## src/rtl/move_reader.sv

```systemverilog
// Console move reader: prints a prompt, collects one echoed digit (optionally
// confirmed by CR) and hands the move to the game FSM as a one-cycle strobe.
module move_reader #(
   parameter bit ECHO       = 1'b1,
   parameter bit REQUIRE_CR = 1'b1
) (
   input  logic       i_clk,
   input  logic       i_reset,
   input  logic       i_need_input,
   input  logic       i_rx_stb,
   input  logic [7:0] i_rx_data,
   input  logic       i_tx_busy,
   output logic       o_tx_stb,
   output logic [7:0] o_tx_data,
   output logic       o_busy,
   output logic [3:0] o_move,
   output logic       o_move_stb
);

   typedef enum logic [3:0] {
      S_IDLE, S_PROMPT, S_WAIT_KEY, S_ECHO, S_WAIT_CR,
      S_BSPACE, S_NEWLINE, S_STROBE, S_HOLD
   } state_t;

   state_t     state_q, state_d, tx_done_state;
   logic [2:0] idx_q, idx_d;
   logic       gap_q, gap_d;
   logic [3:0] move_q, move_d;
   logic [2:0] tx_len;
   logic [7:0] tx_byte;
   logic       tx_stb;
   logic       is_digit;

   assign is_digit = (i_rx_data >= 8'h30) && (i_rx_data <= 8'h39);

   // Byte source for every transmitting state: length of the string and the
   // byte at the current index.
   always_comb begin
      tx_len        = 3'd0;
      tx_byte       = 8'h00;
      tx_done_state = S_IDLE;
      case (state_q)
         S_PROMPT: begin
            tx_len        = 3'd6;
            tx_done_state = S_WAIT_KEY;
            case (idx_q)
               3'd0:    tx_byte = 8'h4D;
               3'd1:    tx_byte = 8'h6F;
               3'd2:    tx_byte = 8'h76;
               3'd3:    tx_byte = 8'h65;
               3'd4:    tx_byte = 8'h3F;
               default: tx_byte = 8'h20;
            endcase
         end
         S_ECHO: begin
            tx_len        = ECHO ? 3'd1 : 3'd0;
            tx_byte       = {4'h3, move_q};
            tx_done_state = REQUIRE_CR ? S_WAIT_CR : S_NEWLINE;
         end
         S_BSPACE: begin
            tx_len        = ECHO ? 3'd3 : 3'd0;
            tx_byte       = (idx_q == 3'd1) ? 8'h20 : 8'h08;
            tx_done_state = S_WAIT_KEY;
         end
         S_NEWLINE: begin
            tx_len        = 3'd2;
            tx_byte       = (idx_q == 3'd0) ? 8'h0D : 8'h0A;
            tx_done_state = S_STROBE;
         end
         default: ;
      endcase
   end

   always_comb begin
      state_d = state_q;
      idx_d   = idx_q;
      gap_d   = gap_q;
      move_d  = move_q;
      tx_stb  = 1'b0;
      case (state_q)
         S_IDLE:
            if (i_need_input) state_d = S_PROMPT;
         S_PROMPT, S_ECHO, S_BSPACE, S_NEWLINE: begin
            // A pending offer is withdrawn combinationally on abort, so no
            // byte can be taken in the abort cycle.
            if (!i_need_input) begin
               state_d = S_IDLE;
            end else if (idx_q == tx_len) begin
               state_d = tx_done_state;
            end else if (gap_q) begin
               gap_d = 1'b0;
            end else begin
               tx_stb = 1'b1;
               if (!i_tx_busy) begin
                  idx_d = idx_q + 3'd1;
                  gap_d = 1'b1;
               end
            end
         end
         S_WAIT_KEY: begin
            if (!i_need_input) begin
               state_d = S_IDLE;
            end else if (i_rx_stb && is_digit) begin
               move_d = i_rx_data[3:0];
               if (ECHO)            state_d = S_ECHO;
               else if (REQUIRE_CR) state_d = S_WAIT_CR;
               else                 state_d = S_NEWLINE;
            end
         end
         S_WAIT_CR: begin
            if (!i_need_input) begin
               state_d = S_IDLE;
            end else if (i_rx_stb) begin
               if (i_rx_data == 8'h0D) begin
                  state_d = S_NEWLINE;
               end else if (i_rx_data == 8'h08 || i_rx_data == 8'h7F) begin
                  state_d = S_BSPACE;
               end else if (is_digit) begin
                  move_d  = i_rx_data[3:0];
                  state_d = ECHO ? S_ECHO : S_WAIT_CR;
               end
            end
         end
         S_STROBE:
            state_d = S_HOLD;
         S_HOLD:
            if (!i_need_input) state_d = S_IDLE;
         default:
            state_d = S_IDLE;
      endcase
      if (state_d != state_q) begin
         idx_d = 3'd0;
         gap_d = 1'b0;
      end
   end

   always_ff @(posedge i_clk or posedge i_reset) begin
      if (i_reset) begin
         state_q <= S_IDLE;
         idx_q   <= 3'd0;
         gap_q   <= 1'b0;
         move_q  <= 4'd0;
      end else begin
         state_q <= state_d;
         idx_q   <= idx_d;
         gap_q   <= gap_d;
         move_q  <= move_d;
      end
   end

   assign o_tx_stb   = tx_stb;
   assign o_tx_data  = tx_stb ? tx_byte : 8'h00;
   assign o_busy     = (state_q == S_PROMPT) || (state_q == S_ECHO) ||
                       (state_q == S_BSPACE) || (state_q == S_NEWLINE);
   assign o_move     = move_q;
   assign o_move_stb = (state_q == S_STROBE);

endmodule
```

## config.mk

```make
export PLATFORM = sky130hd
export DESIGN_NAME = move_reader
export DESIGN_NICKNAME = d
export VERILOG_FILES = /design/src/rtl/move_reader.sv
export SDC_FILE = /design/constraint.sdc
export NUM_CORES = 1
export LEC_CHECK = 0
export CORE_ASPECT_RATIO = 2
export CORE_UTILIZATION = 46
export DETAILED_ROUTE_END_ITERATION = 7
export PLACE_DENSITY_LB_ADDON = 0.2
export SLEW_MARGIN = 15
export SYNTH_ARGS = -nofsm -noshare
export SYNTH_HDL_FRONTEND = slang
export SYNTH_SLANG_ARGS = --single-unit
```

## constraint.sdc

```tcl
create_clock -name i_clk -period 2.6 [get_ports i_clk]
set_clock_uncertainty 0.1 [all_clocks]
set_input_delay 0.78 -clock i_clk [delete_from_list [all_inputs] [get_ports i_clk]]
set_output_delay 0.78 -clock i_clk [all_outputs]
set_load 0.05 [all_outputs]
```

==> results.txt, run 1 <==
----------------------------------------------------
[Logic synthesis]
  Synthesized netlist net count ... 175
  Top-area cell type share of the netlist area ... 22.6%
  Number of enable-type register cells in the synthesized netlist ... 0
  Most used standard cells in the synthesized netlist ... sky130_fd_sc_hd__dfrtp_1, sky130_fd_sc_hd__nor2_1, sky130_fd_sc_hd__o21ai_0
  Post-synth top flop ... sky130_fd_sc_hd__dfrtp_1
  Number of warnings issued by yosys ... 0
  Cell type with the highest aggregate area in the netlist ... sky130_fd_sc_hd__dfrtp_1
  Number of different library cells in the post-synthesis netlist ... 56
  Number of register bits inferred by synthesis ... 12
  Average instance area after synthesis ... 8.47 um^2
  Top area cells in the synthesized netlist ... sky130_fd_sc_hd__dfrtp_1, sky130_fd_sc_hd__ha_1, sky130_fd_sc_hd__o21ai_0
  Gate Count Post-Synth ... 157
  Post-synthesis instance area ... 1330 um^2
  Async set-or-reset flop fraction in the synthesized netlist ... 100%
  Register area share after synthesis ... 22.6%

[Route]
  Number of vias after detailed routing ... 1586
  Final WL ... 4820 um
  Number of DRC markers after the initial detailed-route iteration ... 47
  # DRC ... 0
  Length of the first detailed-routing pass in iterations ... 6
  Post-detailed-route count of antenna-violating nets ... 0
  Vias per cell ... 6.12
  Routed wirelength normalized by instance count ... 18.6 um

[Placement]
  Count of buffers from port buffering ... 26
  Total placed cells including tap cells ... 250
  Detailed placer's ending HPWL ... 3700 um
  Routability cong. ... 0.859

[Timing]
  Total of endpoints with negative setup slack in the final report ... 8
  Normalized max-slew margin ... 66.0%
  Pins Over Slew Limit ... 0
  Worst Setup Slack, final ... -0.355 ns
  Final cycle utilization of the critical path ... 114%
  RSZ-0062 raised after global routing ... yes
  Tightest Pin Transition ... 0.509 ns
  Clock period minus final worst setup slack ... 2.96 ns
  Maximum clock frequency ... 338 MHz
  Final hold vios ... 0
  Smallest hold slack ... 0.485 ns

[Floorplan]
  Number of cell rows ... 27
  Initial standard-cell utilization of the core ... 48.6%
  Die outline area ... 3120 um^2
  Core Region ... 2740 um^2
  Count of pins on the block boundary ... 28
  Chip Width ... 40.0 um
  Vertical die dimension ... 78.0 um

[Min path]
  Number of stages on the worst hold path ... 1
  Hold crit path type ... register to register

[Status]
  Violations in the final reports ... negative setup slack
  Outcome ... finished with violations

[Critical path]
  Sort of element at the end of the critical path ... primary output
  Sort of element at the start of the critical path ... register
  Max FO, Critical Path ... 8
  WP data arrival ... 2.08 ns
  Number of cell instances on the worst register-to-register path ... 10
  Required @ worst endpoint ... 1.72 ns
  Setup Crit Path Kind ... register to primary output

[Clocking]
  Num Clock Sinks ... 12
  CTS tree ... yes
  Number of clock buffers inserted by TritonCTS ... 3
  Deepest level of the CTS H-tree ... 1
  Clock tree buffer depth ... 2
  Source-to-sink clock delay at the later pin of the worst-skew pair ... 0.24 ns
  Number of buffers inserted for hold repair after clock tree synthesis ... 0
  Clock Root Buffer ... sky130_fd_sc_hd__clkbuf_8
  Clock slew at reported path FFs ... 0.05 ns

[Global route]
  Wire length of the first global-routing pass ... 7180 um
  Overall Global Routing Usage ... 33.1%
  Aggregate global routing overflow ... 0
  Number of antenna violations at the first check in global routing ... 0
  Via count of the first global-routing pass ... 1607
  Pin count of the biggest net entering global routing ... 14

[Layout]
  Fill cell total of the finished layout ... 148
  Number of nets in the layout ... 249
  Area added between synthesis and finish ... 74.3%
  Share of cells above drive strength 1 ... 50.4%
  Total inserted antenna cells ... 0
  Final cell count without fillers ... 259

[Job]
  Number of violations of the max-capacitance limit ... 0

[Pwr]
  Maximum vdd drop ... 391 uV
  Leakage power ... 0.00103 uW
  Power density relative to cell area ... 333 nW/um^2
  Total power after layout ... 771 uW

----------------------------------------------------
layout by cell type, fill, tap and decap left out, types with 4 or more instances in the layout:
cell type / count
sky130_fd_sc_hd__buf_4: 51
sky130_fd_sc_hd__buf_12: 11
sky130_fd_sc_hd__clkdlybuf4s50_1: 10
sky130_fd_sc_hd__nor2_1: 9
sky130_fd_sc_hd__nand2_1: 9
sky130_fd_sc_hd__dfrtp_1: 9
sky130_fd_sc_hd__o21ai_0: 7
sky130_fd_sc_hd__mux2_2: 5
sky130_fd_sc_hd__inv_1: 5
sky130_fd_sc_hd__a21oi_1: 5
sky130_fd_sc_hd__ha_1: 5
sky130_fd_sc_hd__nand3_1: 4
sky130_fd_sc_hd__a21o_1: 4
sky130_fd_sc_hd__clkbuf_8: 4
sky130_fd_sc_hd__dlygate4sd2_1: 4
layout make-up:
type / instances / area (um^2) / share of cell area [%]
sequential: 12 / 304 / 13.1
tap: 29 / 36.3 / 1.57
multi-input combinational: 128 / 1120 / 48.2
timing repair buffer: 79 / 774 / 33.4
clock buffer: 4 / 55.1 / 2.37
inverter: 7 / 30.0 / 1.30
worst max-delay path: stages (launching register included):
cell	delay (ns)
sky130_fd_sc_hd__dfrtp_2	0.45
sky130_fd_sc_hd__xnor2_2	0.15
sky130_fd_sc_hd__or4b_4	0.51
sky130_fd_sc_hd__nand3_4	0.11
sky130_fd_sc_hd__a21oi_2	0.06
sky130_fd_sc_hd__nand2b_1	0.13
sky130_fd_sc_hd__buf_12	0.17
sky130_fd_sc_hd__clkinvlp_4	0.10
sky130_fd_sc_hd__buf_12	0.15
flip-flops by register name, summed over array words and instances (netlist names):
name and count:
state_q 4, gap_q 1, o_move 4, idx_q 3
metrics by stage:
step / setup TNS [ns] / setup WS (ns) / instance area (um^2) / util [%]
3_3_place_gp: -6.01 / -0.483 / 2170 / 79.2
5_1_grt: -2.90 / -0.400 / 2320 / 84.7
4_1_cts: -2.44 / -0.350 / 2280 / 83.4
6_report: -2.49 / -0.355 / 2320 / 84.7
2_1_floorplan: -0.247 / -0.161 / 1470 / -
3_5_place_dp: -6.77 / -0.513 / 2170 / 79.2
final timing paths:
kind,from,slack (ns),to
hold / removal,o_move[0],0.48,o_move[0]
setup reg to reg,state_q[2],0.23,idx_q[1]
hold reg to reg,o_move[0],0.48,o_move[0]
max in group asynchronous,i_reset,1.31,state_q[1]
setup / recovery,state_q[1],-0.36,o_tx_stb
min in group asynchronous,i_reset,0.76,o_move[3]
per-layer routing:
| metal | vias up | global-route usage (%) | part of all wire (%) |
|---|---|---|---|
| met4 | 0 | 17.6 | 5.6 |
| met5 | - | 0 | 0 |
| met2 | 76 | 60.5 | 57 |
| met1 | 755 | 32.7 | 33 |
| met3 | 28 | 2.54 | 3.7 |
| li1 | 727 | - | - |
kinds of logic (layout without fill, tap and decap cells):
kind of cell | Yosys count | count (layout) | synth area share (%)
AOI/OAI and AO/OA | 47 | 47 | 26.2
buffers and inverters | 17 | 90 | 6.59
adders and majority gates | 5 | 5 | 4.70
other | 1 | 1 | 0.282
DFF | 12 | 12 | 22.6
xor gates and xnor gates | 6 | 6 | 4.52
and+or+nand+nor | 61 | 61 | 28.6
muxes | 8 | 8 | 6.49
power breakdown:
part	total [uW]	switching, uW	internal, uW
sequential	203	8.72	194
combinational	370	192	178
clock	198	65.0	133
total	771	265	506
timing repair:
action                     CTS  global route
setup buffers                3             2
setup endpoints to repair   16            13
pin swaps                    9             8
gates resized for setup     16             9
cloned                       0             0
Note: power is estimated with default switching activity, not from simulation.
==> run 2, diff against run 1 <==
CTS_CLUSTER_SIZE = 25   (was not set)
PLACE_DENSITY = 0.87   (was not set)
PLACE_DENSITY_LB_ADDON = not set   (was 0.2)
==> results.txt, run 2 (same netlist as run 1, synthesis figures left out) <==
----------------------------------------------------
[Timing]
  Clock period minus final worst setup slack ... 3.01 ns
  Total of endpoints with negative setup slack in the final report ... 8
  Maximum clock frequency ... 332 MHz
  Smallest hold slack ... 0.479 ns
  Final hold vios ... 0
  Tightest Pin Transition ... 0.500 ns
  Worst Setup Slack, final ... -0.412 ns
  Pins Over Slew Limit ... 0
  RSZ-0062 raised after global routing ... yes
  Final cycle utilization of the critical path ... 116%
  Normalized max-slew margin ... 66.5%

[Clocking]
  Num Clock Sinks ... 12
  Clock slew at reported path FFs ... 0.06 ns
  Clock Root Buffer ... sky130_fd_sc_hd__clkbuf_8
  Clock tree buffer depth ... 2
  Number of buffers inserted for hold repair after clock tree synthesis ... 0
  CTS tree ... yes
  Source-to-sink clock delay at the later pin of the worst-skew pair ... 0.25 ns
  Deepest level of the CTS H-tree ... 1
  Number of clock buffers inserted by TritonCTS ... 3

[Layout]
  Area added between synthesis and finish ... 79.2%
  Number of nets in the layout ... 252
  Final cell count without fillers ... 262
  Most used cells in the layout excluding fill and tap cells ... sky130_fd_sc_hd__buf_4, sky130_fd_sc_hd__buf_12, sky130_fd_sc_hd__nand2_1, sky130_fd_sc_hd__dfrtp_1, sky130_fd_sc_hd__clkdlybuf4s50_1
  Share of cells above drive strength 1 ... 53.2%
  Total inserted antenna cells ... 0
  Commonest non-fill, non-tap cell in the layout ... sky130_fd_sc_hd__buf_4
  Post-route cell area ... 2380 um^2
  Fraction of the core area covered by cells at the end of the flow ... 87.1%

[Global route]
  Aggregate global routing overflow ... 0
  Overall Global Routing Usage ... 39.1%
  Pin count of the biggest net entering global routing ... 14
  Via count of the first global-routing pass ... 1785
  Wire length of the first global-routing pass ... 8480 um
  Number of antenna violations at the first check in global routing ... 0

[Min path]
  Hold crit path type ... register to register

[Placement]
  Total placed cells including tap cells ... 247
  Area after DPL ... 2140 um^2
  Routability cong. ... 0.989
  Count of buffers from port buffering ... 26
  Worst slack at placement ... -0.564 ns
  Detailed placer's ending HPWL ... 3860 um

[Floorplan]
  Count of pins on the block boundary ... 28
  Chip Width ... 40.0 um
  Core Region ... 2740 um^2
  Initial standard-cell utilization of the core ... 48.6%
  Number of cell rows ... 27
  Vertical die dimension ... 78.0 um
  Die outline area ... 3120 um^2

[Job]
  Number of violations of the max-capacitance limit ... 0

[Pwr]
  Power density relative to cell area ... 339 nW/um^2
  Maximum vdd drop ... 465 uV
  Leakage power ... 0.00109 uW

[Critical path]
  Required @ worst endpoint ... 1.72 ns
  Sort of element at the end of the critical path ... primary output
  Sort of element at the start of the critical path ... register
  Setup Crit Path Kind ... register to primary output
  Max FO, Critical Path ... 8
  WP data arrival ... 2.13 ns

[Route]
  Number of DRC markers after the initial detailed-route iteration ... 70
  Number of vias after detailed routing ... 1665
  Final WL ... 5430 um
  Length of the first detailed-routing pass in iterations ... 4
  Post-detailed-route count of antenna-violating nets ... 0
  Routed wirelength normalized by instance count ... 20.7 um
  # DRC ... 0
  Vias per cell ... 6.35

[Status]
  Violations in the final reports ... negative setup slack
  Outcome ... finished with violations

----------------------------------------------------
==> run 2: cell type report <==
cell class                      count  area [um^2]
Fill cell                         130          353
Clock buffer                        4         55.1
Multi-Input combinational cell    128         1140
Sequential cell                    12          304
Timing Repair Buffer               82          813
Tap cell                           29         36.3
Inverter                            7         30.0
==> run 2: what timing repair did <==
item                                    in CTS  in global routing
endpoints found under the setup margin      17                 17
gates resized for setup                     16                 21
endpoints found under the hold margin        0                  0
pin swaps                                   10                 12
setup buffers                                4                  7
==> run 2: through the flow <==
step | total power [uW] | TNS [ns]
detailed placement | 541 | -6.91
global route | 836 | -3.45
finish | 808 | -2.88
global placement | 524 | -5.87
CTS | 769 | -2.79
floorplan | 393 | -0.247
==> run 2: metal layers <==
metal | track usage (%) | vias to the layer above | routed length (um) | part of all wire [%]
met1 | 36.9 | 793 | 1720 | 32
met3 | 5.08 | 44 | 208 | 3.8
li1 | - | 732 | - | -
met2 | 68.2 | 96 | 3040 | 56
met5 | 0 | - | 0 | 0
met4 | 28.6 | 0 | 469 | 8.6
==> run 2: worst paths after layout <==
path	slack [ns]	to	from	depth (start not counted)
max in group asynchronous	1.28	state_q[1]	i_reset	2
setup / recovery	-0.41	o_tx_stb	state_q[1]	8
hold / removal	0.48	o_move[1]	o_move[1]	1
setup reg to reg	0.12	idx_q[2]	state_q[0]	8
min in group asynchronous	0.76	o_move[3]	i_reset	2
hold reg to reg	0.48	o_move[1]	o_move[1]	1
==> run 2: worst max-delay path, stage by stage, from the launching register on <==
cell	delay, ns
sky130_fd_sc_hd__dfrtp_2	0.47
sky130_fd_sc_hd__xnor2_2	0.16
sky130_fd_sc_hd__or4b_4	0.51
sky130_fd_sc_hd__nand3_4	0.11
sky130_fd_sc_hd__a21oi_2	0.06
sky130_fd_sc_hd__nand2b_1	0.12
sky130_fd_sc_hd__buf_12	0.17
sky130_fd_sc_hd__clkinvlp_4	0.11
sky130_fd_sc_hd__buf_12	0.15
==> run 2: power breakdown <==
group | internal [uW] | switching [uW]
clock network | 134 | 78.8
logic | 188 | 206
registers | 194 | 7.61
total | 516 | 292
==> run 3, diff against run 2 <==
CORE_ASPECT_RATIO = not set   (was 2)
CORE_UTILIZATION = 55   (was 46)
PLACE_DENSITY = 0.95   (was 0.87)
clock period = 3.6 ns   (was 2.6 ns; I/O delays follow)
==> results.txt, run 3 (same netlist as run 1, synthesis figures left out) <==
----------------------------------------------------
[Status]
  Outcome ... finished clean

[Global route]
  Number of antenna violations at the first check in global routing ... 0
  Via count of the first global-routing pass ... 1366
  Overall Global Routing Usage ... 32.6%
  Pin count of the biggest net entering global routing ... 16
  Wire length of the first global-routing pass ... 6270 um
  Aggregate global routing overflow ... 0

[Floorplan]
  Count of pins on the block boundary ... 28
  Core Region ... 2250 um^2
  Die outline area ... 2620 um^2
  Vertical die dimension ... 51.2 um
  Number of cell rows ... 17
  Chip Width ... 51.2 um
  Initial standard-cell utilization of the core ... 59.0%

[Pwr]
  Maximum vdd drop ... 209 uV
  Total power after layout ... 452 uW
  Power density relative to cell area ... 248 nW/um^2
  Leakage power ... 0.000752 uW

[Min path]
  Number of stages on the worst hold path ... 1
  Hold crit path type ... register to register
  Hold wc startpoint ... o_move[1]
  Hold Path Sink ... o_move[1]

[Timing]
  RSZ-0062 raised after global routing ... no
  Total of endpoints with negative setup slack in the final report ... 0
  Tightest Pin Transition ... 0.683 ns
  Normalized max-slew margin ... 54.1%
  Clock period minus final worst setup slack ... 3.52 ns
  Final cycle utilization of the critical path ... 97.9%
  Worst Setup Slack, final ... 0.0766 ns
  Maximum clock frequency ... 284 MHz
  Pins Over Slew Limit ... 0
  Final hold vios ... 0

[Clocking]
  CTS tree ... yes
  Number of clock buffers inserted by TritonCTS ... 3
  Clock slew at reported path FFs ... 0.09 ns
  Clock tree buffer depth ... 2
  Source-to-sink clock delay at the later pin of the worst-skew pair ... 0.29 ns
  Number of buffers inserted for hold repair after clock tree synthesis ... 0
  Num Clock Sinks ... 12
  Deepest level of the CTS H-tree ... 1
  Clock Root Buffer ... sky130_fd_sc_hd__clkbuf_4

[Layout]
  Area taken by flip-flops and latches ... 303 um^2
  Area occupied by multi-input gates ... 1010 um^2
  Share of cells above drive strength 1 ... 30.1%
  Commonest non-fill, non-tap cell in the layout ... sky130_fd_sc_hd__clkdlybuf4s50_1
  Most used cells in the layout excluding fill and tap cells ... sky130_fd_sc_hd__clkdlybuf4s50_1, sky130_fd_sc_hd__o21ai_0, sky130_fd_sc_hd__nand2_1, sky130_fd_sc_hd__dfrtp_1
  Fill cell total of the finished layout ... 133
  Total inserted antenna cells ... 0
  Area added between synthesis and finish ... 37.1%
  Number of nets in the layout ... 205

[Critical path]
  Sort of element at the end of the critical path ... primary output
  R2R Path Start ... state_q[0]
  Max FO, Critical Path ... 9
  R2R Path End ... idx_q[2]
  Start point of the critical path ... state_q[1]
  R2r setup slk ... 1.18 ns
  Setup Crit Path Kind ... register to primary output
  WP data arrival ... 2.34 ns
  Required @ worst endpoint ... 2.42 ns
  Sort of element at the start of the critical path ... register
  Number of cell instances on the worst register-to-register path ... 7

[Route]
  Routed wirelength normalized by instance count ... 18.0 um
  Number of vias after detailed routing ... 1378
  Post-detailed-route count of antenna-violating nets ... 0
  Number of DRC markers after the initial detailed-route iteration ... 49
  Length of the first detailed-routing pass in iterations ... 4
  Vias per cell ... 6.44
  Final WL ... 3850 um
  # DRC ... 0

[Placement]
  Count of buffers from port buffering ... 26
  Routability cong. ... 0.919
  Detailed placer's ending HPWL ... 2790 um
  Worst slack at placement ... -0.228 ns

[Job]
  Number of violations of the max-capacitance limit ... 0

----------------------------------------------------
## run 3: layout make-up
class / count / share of cell area (%)
inverter: 7 / 1.44
timing repair buffer: 35 / 22.4
multi-input combinational: 128 / 55.7
sequential: 12 / 16.6
tap: 28 / 1.92
clock buffer: 4 / 1.99
## run 3: power by group
part	internal, uW	switching, uW	total, uW
clock network	61.6	50.4	112
logic	80.1	108	188
registers	139	11.6	151
## run 3: routing by layer
metal	share of wire [%]	routed length [um]	GRT usage (%)
met5	0	0	0
met2	50	1940	56.8
met4	4.5	173	18.5
met1	39	1510	38.4
met3	5.9	228	3.57
## run 3: worst max-delay path by stage
stage,to,slack (ns),depth (start not counted)
final,o_tx_stb,0.08,8
after global routing,o_tx_stb,0.02,8
after CTS,o_tx_stb,0.04,8
after detailed placement,o_tx_data[1],-0.23,8
after global placement,o_tx_data[1],-0.17,8
after floorplan,o_tx_data[1],-0.12,6
## run 3: stage by stage
stage          util [%]  std cells  TNS [ns]  instance area (um^2)  hold slack (ns)
6_report           80.9        214         0                  1820            0.482
5_1_grt            80.9        214         0                  1820            0.496
3_3_place_gp       76.7        209    -0.974                  1730            0.453
3_5_place_dp       76.7        209     -1.26                  1730            0.451
4_1_cts            80.2        214         0                  1810            0.473
2_1_floorplan         -        157    -0.386                  1360            0.455
## run 3: worst max-delay path: stages, from the launching register on
cell and delay [ns]:
sky130_fd_sc_hd__dfrtp_2 0.50, sky130_fd_sc_hd__xnor2_2 0.22, sky130_fd_sc_hd__or4b_1 0.56, sky130_fd_sc_hd__nand3_4 0.18, sky130_fd_sc_hd__a21oi_2 0.09, sky130_fd_sc_hd__nand2b_1 0.11, sky130_fd_sc_hd__buf_6 0.16, sky130_fd_sc_hd__inv_1 0.09
sky130_fd_sc_hd__buf_12 0.15
## run 3: timing repair
item,4_1_cts,5_1_grt
endpoints found under the setup margin,8,8
buffers inserted,1,0
resized for setup,9,4
gates cloned,0,0
